$ cat src/rtl/ctrl_feat_src_if.sv
// Stream control bundle (start, valid, stop) travelling with feature-memory read data.
interface ctrl_bus;
   logic start;
   logic valid;
   logic stop;
   modport out (output start, valid, stop);
   modport mon (input start, valid, stop);
endinterface

$ cat src/rtl/ctrl_feat_src.sv
// Raster-order feature-map read sequencer with read-aligned stream control.
// Optional zero-padding border: define RENKON_FEAT_PAD_EN (adds pad_oe).
module ctrl_feat_src #(
   parameter int LWIDTH  = 10,
   parameter int MEMSIZE = 12,
   parameter int D_MEM   = 2
) (
   input  logic               clk,
   input  logic               rst,
   input  logic               req,
   input  logic [LWIDTH-1:0]  fea_size,
   input  logic [MEMSIZE-1:0] fea_base,
   input  logic               hold,
   output logic               busy,
   output logic               mem_re,
   output logic [MEMSIZE-1:0] mem_addr,
   ctrl_bus.out               out_ctrl
`ifdef RENKON_FEAT_PAD_EN
   ,
   output logic               pad_oe
`endif
);
   localparam int CW = LWIDTH + 1;
   localparam int DW = $clog2(D_MEM + 1);

   typedef enum logic [1:0] {
      S_WAIT,
      S_ACTIVE,
      S_DRAIN
   } state_t;

   state_t             state_q;
   logic [CW-1:0]      x_q, y_q, lim_q;
   logic [MEMSIZE-1:0] addr_q, mem_addr_q;
   logic [DW-1:0]      dcnt_q;
   logic               busy_q, mem_re_q;
   logic [D_MEM:0]     st_q, vl_q, sp_q;

   logic x_end, y_end, first, last;
   logic issue, border, rd;

   assign x_end  = (x_q == lim_q);
   assign y_end  = (y_q == lim_q);
   assign first  = (x_q == '0) && (y_q == '0);
   assign last   = x_end && y_end;
   assign issue  = (state_q == S_ACTIVE) && !hold;
`ifdef RENKON_FEAT_PAD_EN
   assign border = (x_q == '0) || (y_q == '0) || x_end || y_end;
`else
   assign border = 1'b0;
`endif
   assign rd     = issue && !border;

`ifdef RENKON_FEAT_PAD_EN
   logic [D_MEM:0] pd_q;
   always_ff @(posedge clk) begin
      if (rst) pd_q <= '0;
      else     pd_q <= {pd_q[D_MEM-1:0], issue & border};
   end
   assign pad_oe = pd_q[D_MEM];
`endif

   always_ff @(posedge clk) begin
      if (rst) begin
         state_q    <= S_WAIT;
         x_q        <= '0;
         y_q        <= '0;
         lim_q      <= '0;
         addr_q     <= '0;
         dcnt_q     <= '0;
         busy_q     <= 1'b0;
         mem_re_q   <= 1'b0;
         mem_addr_q <= '0;
         st_q       <= '0;
         vl_q       <= '0;
         sp_q       <= '0;
      end else begin
         // Flag pipe never stalls: stage 0 is aligned with mem_re
         st_q     <= {st_q[D_MEM-1:0], issue & first};
         vl_q     <= {vl_q[D_MEM-1:0], issue};
         sp_q     <= {sp_q[D_MEM-1:0], issue & last};
         mem_re_q <= rd;
         case (state_q)
            S_WAIT: begin
               if (req && (fea_size != '0)) begin
                  state_q <= S_ACTIVE;
                  busy_q  <= 1'b1;
                  x_q     <= '0;
                  y_q     <= '0;
                  addr_q  <= fea_base;
`ifdef RENKON_FEAT_PAD_EN
                  lim_q   <= CW'(fea_size) + CW'(1);
`else
                  lim_q   <= CW'(fea_size) - CW'(1);
`endif
               end
            end
            S_ACTIVE: begin
               mem_addr_q <= addr_q;
               if (issue) begin
                  if (rd) addr_q <= addr_q + MEMSIZE'(1);
                  if (last) begin
                     state_q <= S_DRAIN;
                     dcnt_q  <= DW'(D_MEM - 1);
                  end else if (x_end) begin
                     x_q <= '0;
                     y_q <= y_q + CW'(1);
                  end else begin
                     x_q <= x_q + CW'(1);
                  end
               end
            end
            S_DRAIN: begin
               if (dcnt_q == '0) begin
                  state_q <= S_WAIT;
                  busy_q  <= 1'b0;
               end else begin
                  dcnt_q <= dcnt_q - DW'(1);
               end
            end
            default: state_q <= S_WAIT;
         endcase
      end
   end

   assign busy           = busy_q;
   assign mem_re         = mem_re_q;
   assign mem_addr       = mem_addr_q;
   assign out_ctrl.start = st_q[D_MEM];
   assign out_ctrl.valid = vl_q[D_MEM];
   assign out_ctrl.stop  = sp_q[D_MEM];
endmodule

$ cat src/flat_wrapper.sv
// flat-port wrapper written by rule: the top's interface ports become plain ports
module ctrl_feat_src_flat 
#(
   parameter int LWIDTH  = 10,
   parameter int MEMSIZE = 12,
   parameter int D_MEM   = 2
)
  (clk, rst, req, fea_size, fea_base, hold, busy, mem_re, mem_addr, out_ctrl_start, out_ctrl_valid, out_ctrl_stop);
  ctrl_bus out_ctrl_i ();
  input  logic clk;
  input  logic rst;
  input  logic req;
  input  logic [LWIDTH-1:0] fea_size;
  input  logic [MEMSIZE-1:0] fea_base;
  input  logic hold;
  output logic busy;
  output logic mem_re;
  output logic [MEMSIZE-1:0] mem_addr;
  output wire logic [$bits(out_ctrl_i.start)-1:0] out_ctrl_start;
  output wire logic [$bits(out_ctrl_i.valid)-1:0] out_ctrl_valid;
  output wire logic [$bits(out_ctrl_i.stop)-1:0] out_ctrl_stop;
  assign out_ctrl_start = out_ctrl_i.start;
  assign out_ctrl_valid = out_ctrl_i.valid;
  assign out_ctrl_stop = out_ctrl_i.stop;
  ctrl_feat_src #(.LWIDTH(LWIDTH), .MEMSIZE(MEMSIZE), .D_MEM(D_MEM)) u_core (.clk(clk), .rst(rst), .req(req), .fea_size(fea_size), .fea_base(fea_base), .hold(hold), .busy(busy), .mem_re(mem_re), .mem_addr(mem_addr), .out_ctrl(out_ctrl_i));
endmodule
$ cat config.mk
export PLATFORM = sky130hd
export DESIGN_NAME = ctrl_feat_src_flat
export DESIGN_NICKNAME = d
export VERILOG_FILES = /design/src/rtl/ctrl_feat_src_if.sv /design/src/rtl/ctrl_feat_src.sv /design/src/flat_wrapper.sv
export SDC_FILE = /design/constraint.sdc
export NUM_CORES = 1
export LEC_CHECK = 0
export ABC_CLOCK_PERIOD_IN_PS = 3200
export CELL_PAD_IN_SITES_DETAIL_PLACEMENT = 0
export CELL_PAD_IN_SITES_GLOBAL_PLACEMENT = 1
export CORE_MARGIN = 4
export CORE_UTILIZATION = 41
export DETAILED_ROUTE_END_ITERATION = 8
export GPL_ROUTABILITY_DRIVEN = 1
export PLACE_DENSITY = 0.81
export SLEW_MARGIN = 30
export SYNTH_ARGS = -nofsm -noshare
export SYNTH_HDL_FRONTEND = slang
export SYNTH_SLANG_ARGS = --single-unit
export TNS_END_PERCENT = 20
$ cat constraint.sdc
create_clock -name clk -period 3.2 [get_ports clk]
set_input_delay 0.64 -clock clk [delete_from_list [all_inputs] [get_ports clk]]
set_output_delay 0.64 -clock clk [all_outputs]
set_load 0.1 [all_outputs]
== Yosys cells after proc, flatten, opt, wreduce, memory -nomap -nowiden ==
Cells that the tools add are included.
Storage, ports and cells
  register bits: 72
  output and inout bits: 17
  logic and storage cells: 74
Operators by class
  add/subtract/negate cells: 5
  equality and inequality tests: 11
  multiplexer cells: 24
  bitwise operators: 2
  reduce and logical (&&, ||, !) cells: 20
Operators by type and width (number)
  $mux 11: 7
  $pmux 11 s2: 2
  $mux 12: 2
  $pmux 12 s2: 1
  $add 11x1->11 const B: 2
  $eq 11x11->1: 2
  $logic_not 11->1: 2
  $mux 2: 7
  $add 12x1->12 const B: 1
  $reduce_and 4->1: 3
  $sub 10x1->11 const B: 1
  $ne 2x1->1 const B: 5
  $reduce_bool 10->1: 1
  $pmux 2 s3: 1
  $reduce_and 3->1: 2
  $reduce_bool 2->1: 3
  $reduce_and 5->1: 1
  $logic_and 1x1->1: 4
  $logic_not 2->1: 2
  $ne 2x2->1 const B: 2
  $pmux 2 s2: 1
  $and 1x1->1: 2
  $eq 2x1->1 const B: 1
  $eq 2x2->1 const B: 1
  5 further kinds: 6

== Longest topological paths before layout ==
Gate-level depths: netlist of run 1.
  depth in word-level cells: 5
  gate-level depth with buffers: 10
  gate-level depth less buffers: 8

== Worst setup path before layout of run 1 ==
Ideal clock, no wire load.
  path type: input -> register
  start: input port fea_size[0]
  end: register u_core.y_q[9]
  arrival: 2.335 ns
  path slack: 0.746 ns
  cell stages on the path: 9
  path buffers: 1
  path through: inv_1 -> ha_1 -> nor3b_1 -> a311oi_1 -> o21bai_1 -> buf_2 -> a211oi_2 -> nand4_1 -> mux2i_1
Between the ends
  cells in the longest elaborated chain, start to end: 4
RTL lines
  start, declared: RTL line flat_wrapper.sv:13  | input logic [LWIDTH-1:0] fea_size;
  $reduce_bool 10->1: RTL line ctrl_feat_src.sv:85  | if (req && (fea_size != '0)) begin
  $logic_and 1x1->1: RTL line ctrl_feat_src.sv:85
  $ne 2x1->1 (no line)
  $reduce_and 5->1 (no line)
  end signal, assigned: RTL line ctrl_feat_src.sv:107  | y_q <= y_q + CW'(1);
  end, declared: RTL line ctrl_feat_src.sv:33  | logic [CW-1:0] x_q, y_q, lim_q;
Every way passes these cells.
A chain may end at the register's enable or synchronous reset.

== Final worst setup path of run 1 ==
  start: input port fea_size[1]
  end: register u_core.y_q[10]
The elaborated chain is that of the path after synthesis.

==> impl_metrics.yaml, run 1 <==
outcome:
  status: "finished clean"
detailed_routing:
  antenna_left: 0
  vias_per_cell: 5.544
  firstDrtPassIters: 4
  wl_per_cell_um: 14.74
  vias: 3321
  drc: 0
  totalWireLength_mm: 8.827
  drt_iter0_markers: 210
logic_synthesis:
  syn_area_um2: 3600
  avgSynthCellArea_um2: 7.982
  synth_fp_nets: 485
  async_reset_ff_frac: 0
  yosys_warnings: 0
  ys.flop_type: "dfxtp_1"
  syn_inst: 451
  ys_ff_latch: 71
  ys_types: 48
  synth-edff-count: 0
  yosysSeqAreaShare: 0.3949
cts:
  clk_path_buf_depth: 2
  h-tree-depth: 3
  root_buffer: "clkbuf_8"
  cts_resized: 0
  worstSkewPairLatency_ps: 350
  clock_sinks: 71
  cts_setup_buffers: 0
  tritoncts: "built"
  cts.hold.buffers_added: 0
  path_clk_slew_ps: 80
  cts_buffers: 9
setup_path:
  worstSetupPathType: "in2reg"
  r2r-end: "u_core.y_q[10]"
  critPathLaunchType: "input port"
  worstPathRequired_ps: 3500
  crit_arrival_ps: 3110
  path_depth: 9
  r2r_slack_ps: 870
  critPathSlowestCell: "clkdlybuf4s50_1"
  path_cells: "clkdlybuf4s50_1 -> inv_1 -> ha_1 -> nor3b_1 -> a311oi_1 -> o21bai_1 -> a211o_1 -> or4_1 -> nand2_1"
  crit_buf_inv: 2
  ff2ff_path_depth: 6
  worstPathMaxFanout: 10
  crit_path_end_kind: "register"
  crit_family: "compound AO/OA/AOI/OAI gates"
  max_stage_delay_ps: 500
  r2r-start: "u_core.x_q[3]"
global_route:
  grt_pass1_wl_mm: 14.90
  antenna_found_initial: 0
  grt_pass1_vias: 3124
  grt_use_total: 0.1798
  grt-ovfl-total: 0
  grt_max_degree: 45
hold_path:
  hold_depth: 1
  holdPathEnd: "u_core.vl_q[2]"
  worstHoldStart: "u_core.vl_q[1]"
  hold_class: "reg2reg"
pwr:
  pwr-share-clk: 0.382
  ir_worst_vdd_uv: 232.4
  pwr-share-comb: 0.164
  seqPwrFrac: 0.455
  p_switching_mw: 0.6213
  powerDensity_nw_per_um2: 490.9
  p_int_mw: 1.493
  switching_share: 0.2939
  p_leak_nw: 1.549
  power_mw: 2.114
die:
  die-area_um2: 10340
  initial_core_util: 0.4295
  row_count: 33
  io_pins: 43
  die_h_um: 101.7
  die_x_um: 101.7
  core_area_um2: 8382
placed_design:
  place_congestion: 0.8729
  dp_hpwl_mm: 6.303
  port_buffers: 42
timing:
  finalCritPeriodShare: 0.8792
  slew_headroom: 0.4691
  slew_viol_final: 0
  max_freq_ghz: 0.3554
  hold_viol_final: 0
  holdWs_ps: 438.0
  tightest_slew_ps: 796.4
  skew_ps: 9.633
  setup_viol_count_final: 0
  period_minus_slack_ps: 2813
  rsz0062_at_grt: "no"
final_layout:
  drive_gt1_frac: 0.1134
  fin_nets: 523
  n_antenna_cell: 0
  final.fill_count: 826
  area_growth_pct: 19.64
job:
  drv_cap: 0
==> final cells by class <==
| type | instances | area [µm²] | share of cell area |
|---|---|---|---|
| inverter | 17 | 63.81 | 0.01482 |
| clock inverter | 7 | 96.34 | 0.02237 |
| sequential | 71 | 1421 | 0.3300 |
| clock buffer | 9 | 123.9 | 0.02876 |
| timing repair buffer | 54 | 462.9 | 0.1075 |
| multi-input combinational | 336 | 2007 | 0.4660 |
| tap | 105 | 131.4 | 0.03051 |
==> layer usage <==
| metal | vias up | share of wire | global-route usage |
|---|---|---|---|
| li1 | 1666 | - | - |
| met1 | 1562 | 0.48 | 0.2406 |
| met2 | 78 | 0.45 | 0.2842 |
| met3 | 15 | 0.052 | 0.03030 |
| met4 | 0 | 0.019 | 0.07975 |
| met5 | - | 0 | 0 |
==> state kept, by name, indices dropped and copies added, names as in the netlist <==
name / count
u_core.mem_addr: 12
u_core.state_q: 2
u_core.y_q: 11
u_core.sp_q: 3
u_core.dcnt_q: 2
u_core.x_q: 11
u_core.vl_q: 3
u_core.lim_q: 11
u_core.st_q: 3
u_core.busy: 1
u_core.addr_q: 12
==> worst max path at each step <==
stage,start,to,slack (ps)
after floorplan,fea_size[0],u_core.y_q[9],750
after global placement,fea_size[1],u_core.x_q[3],-110
after detailed placement,fea_size[1],u_core.x_q[3],-160
after CTS,fea_size[1],u_core.x_q[8],230
after global routing,fea_size[1],u_core.x_q[8],250
final,fea_size[1],u_core.y_q[10],390
==> power groups by stage <==
stage | sequential (mW) | combinational [mW] | clock, mW
floorplan | 1.02 | 0.194 | 0
global placement | 0.981 | 0.341 | 0
detailed placement | 0.982 | 0.346 | 0
CTS | 0.961 | 0.347 | 0.820
global route | 0.967 | 0.383 | 0.856
finish | 0.961 | 0.346 | 0.807
==> cell usage in the layout, fill, tap and decap left out, types with 8 or more instances in the layout <==
master	synthesis	routed
ha_1	8	8
a21oi_1	34	34
inv_1	17	17
nand2_1	67	67
o21ai_0	14	14
a211oi_1	14	14
xnor2_1	26	26
buf_4	0	29
clkdlybuf4s50_1	0	24
nor3_1	15	13
clkbuf_8	0	9
or3_1	8	8
nand3_1	23	23
dfxtp_1	71	71
nor2_1	35	35
==> cells by family (layout without fill, tap and decap cells) <==
group,count (synthesis),after routing,share of synthesized area
and+or+nand+nor,191,191,0.2520
adders and majority gates,8,8,0.02781
muxes,4,4,0.01112
AOI/OAI and AO/OA,103,103,0.1884
xor gates and xnor gates,30,30,0.07299
DFF,71,71,0.3949
buffers and inverters,44,87,0.05283
==> cell usage after synthesis (3+ instances only) <==
cell	n	share of area
a211oi_1	14	0.029
a21oi_1	34	0.047
a22oi_1	5	0.010
a311oi_1	6	0.015
a31oi_1	4	0.0070
and2_1	3	0.0052
and3_1	6	0.010
buf_6	3	0.0094
clkbuf_1	21	0.022
dfxtp_1	71	0.39
ha_1	8	0.028
inv_1	17	0.018
mux2i_1	4	0.011
nand2_1	67	0.070
nand2b_1	5	0.0087
nand3_1	23	0.032
nand4_1	7	0.012
nor2_1	35	0.036
nor2b_1	8	0.014
nor3_1	15	0.021
nor4_1	6	0.010
o21ai_0	14	0.019
o21bai_1	3	0.0063
o31ai_1	4	0.0083
or3_1	8	0.014
xnor2_1	26	0.063
xor2_1	4	0.0097
==> per-stage QoR <==
stage,utilization,setup WS [ps],TNS (ps),cells,instance area (µm²)
after floorplan,-,745.6,0,451,3600
after global placement,0.4862,-107.2,-286.6,583,4075
after detailed placement,0.4868,-157.5,-612.1,583,4080
after CTS,0.5131,234.8,0,599,4300
after global routing,0.5138,246.5,0,599,4307
final,0.5138,386.7,0,599,4307
Power figures use the tool's default switching activity.
==> inputs of run 2 (changes only) <==
--- a/config.mk
+++ b/config.mk
@@ -12,6 +12,7 @@
 export CORE_UTILIZATION = 41
 export DETAILED_ROUTE_END_ITERATION = 8
 export GPL_ROUTABILITY_DRIVEN = 1
+export GPL_TIMING_DRIVEN = 0
 export PLACE_DENSITY = 0.81
 export SLEW_MARGIN = 30
 export SYNTH_ARGS = -nofsm -noshare
==> constraint.sdc (replaced) <==
create_clock -name clk -period 3.2 [get_ports clk]
set_input_delay 0.64 -clock clk [delete_from_list [all_inputs] [get_ports clk]]
set_output_delay 0.64 -clock clk [all_outputs]
set_load 0.05 [all_outputs]
==> impl_metrics.yaml, run 2 (synthesis gave the netlist of run 1 again) <==
cts:
  clk_path_buf_depth: 2
  cts_buffers: 9
  cts.hold.buffers_added: 0
  tritoncts: "built"
  worstSkewPairLatency_ps: 360
  h-tree-depth: 3
  cts_setup_buffers: 0
  root_buffer: "clkbuf_8"
  path_clk_slew_ps: 80
  clock_sinks: 71
timing:
  rsz0062_at_grt: "yes"
  max_freq_ghz: 0.3193
  holdWs_ps: 438.8
  skew_ps: 11.59
  tightest_slew_ps: 886.7
  slew_headroom: 0.4043
  slew_viol_final: 0
  finalCritPeriodShare: 0.9788
  period_minus_slack_ps: 3132
  hold_viol_final: 0
  setup_viol_count_final: 0
global_route:
  grt-ovfl-total: 0
  antenna_found_initial: 0
  grt_use_total: 0.1929
  grt_pass1_vias: 3185
  grt_max_degree: 14
  grt_pass1_wl_mm: 15.77
final_layout:
  drive_gt1_frac: 0.06090
  layout_commonest_cell: "dfxtp_1"
  stdcell_area_um2: 4363
  final.fill_count: 848
  n_antenna_cell: 0
  layout_common_cells: "71 x dfxtp_1, 67 x nand2_1, 42 x clkdlybuf4s50_1"
  area_growth_pct: 21.20
  fin_util: 0.5205
  layout.cells.non_filler: 614
  fin_nets: 538
setup_path:
  r2r-start: "u_core.y_q[5]"
  crit_path_frequent_cell: "clkbuf_1"
  crit_path_end_kind: "register"
  worstSetupPathType: "in2reg"
  max_stage_delay_ps: 520
  ff2ff_path_depth: 8
  worstPathRequired_ps: 3430
  worstPathMaxFanout: 10
  crit_arrival_ps: 3370
  critPathLaunchType: "input port"
  path_cells: "clkdlybuf4s50_1 -> inv_1 -> ha_1 -> nor3b_1 -> a311oi_2 -> o21ba_2 -> clkbuf_1 -> clkbuf_1 -> nand2_1 -> a22oi_1 -> nor2_1"
  critPathSlowestCell: "clkdlybuf4s50_1"
  r2r-end: "u_core.x_q[3]"
  r2r_slack_ps: 570
die:
  io_pins: 43
  core_area_um2: 8382
  die-area_um2: 10340
  initial_core_util: 0.4295
  die_x_um: 101.7
  die_h_um: 101.7
  row_count: 33
hold_path:
  holdPathEnd: "u_core.st_q[1]"
  worstHoldStart: "u_core.st_q[0]"
  hold_class: "reg2reg"
  hold_depth: 1
pwr:
  ir_worst_vdd_uv: 239.1
  p_leak_nw: 1.482
  power_mw: 1.960
  powerDensity_nw_per_um2: 449.2
detailed_routing:
  vias: 3381
  firstDrtPassIters: 5
  antenna_left: 0
  drc: 0
  totalWireLength_mm: 9.473
  vias_per_cell: 5.507
  wl_per_cell_um: 15.43
  drt_iter0_markers: 185
placed_design:
  place_area_um2: 4156
  dpl.cell_count: 598
  port_buffers: 42
  place_congestion: 0.8937
  dp_hpwl_mm: 7.040
job:
  drv_cap: 0
outcome:
  status: "finished clean"
-- run 2: cell count changes in the layout (fill, tap and decap cells not counted), moves of 2 or more --
cell | previous run | this run
clkbuf_1 | 0 | 21
bufinv_16 | 2 | 0
buf_4 | 29 | 0
buf_6 | 0 | 3
clkdlybuf4s50_1 | 24 | 42
clkinvlp_4 | 0 | 3
-- run 2: what timing repair did --
| action | CTS | global route |
|---|---|---|
| setup endpoints to repair | 10 | 21 |
| gates resized for setup | 1 | 2 |
| endpoints found under the hold margin | 0 | 0 |
-- run 2: worst max path at each step --
stage                           start                to  slack [ps]
after floorplan           fea_size[0]     u_core.y_q[9]         750
after global placement    fea_size[0]     u_core.y_q[9]        -520
after detailed placement  fea_size[0]     u_core.y_q[9]        -520
after CTS                 fea_size[0]     u_core.y_q[9]          90
after global routing      fea_size[0]  u_core.addr_q[5]         -60
final                     fea_size[0]  u_core.addr_q[5]          70
-- run 2: through the flow --
stage | setup TNS (ps) | setup WS (ps)
final | 0 | 67.80
after global routing | -112.1 | -63.50
after CTS | 0 | 88.52
after detailed placement | -11220 | -516.1
after global placement | -10410 | -519.4
after floorplan | 0 | 745.6
-- run 2: area by class of cell --
class                   instances  area, µm²  area share
plain buffers                  27      126.4     0.02896
clock buffers                  10      137.6     0.03155
clock inverters                 6      45.04     0.01032
inverters                      17      63.81     0.01463
multi-input cells             336       2017      0.4623
flip-flops and latches         71       1421      0.3258
well taps                     105      131.4     0.03011
repair buffers                 42      420.4     0.09636
-- run 2: power breakdown --
group | internal [mW] | switching (mW) | total, mW
combinational | 0.135 | 0.204 | 0.339
clock | 0.304 | 0.360 | 0.664
sequential | 0.919 | 0.0377 | 0.957
total | 1.36 | 0.601 | 1.96
-- run 2: worst max-delay path: cells and delay by family --
family          cells  cell delay [ps]
compound gates      3              860
fa+ha+maj           1              190
buf+inv             4             1360
simple gates        3              300
-- run 2: metal layers --
| metal | global-route usage | vias up | routed length, µm |
|---|---|---|---|
| met1 | 0.2590 | 1586 | 4480 |
| met4 | 0.06646 | 0 | 151 |
| met3 | 0.03719 | 12 | 497 |
| li1 | - | 1700 | - |
| met2 | 0.3099 | 83 | 4343 |
| met5 | 0 | - | 0 |
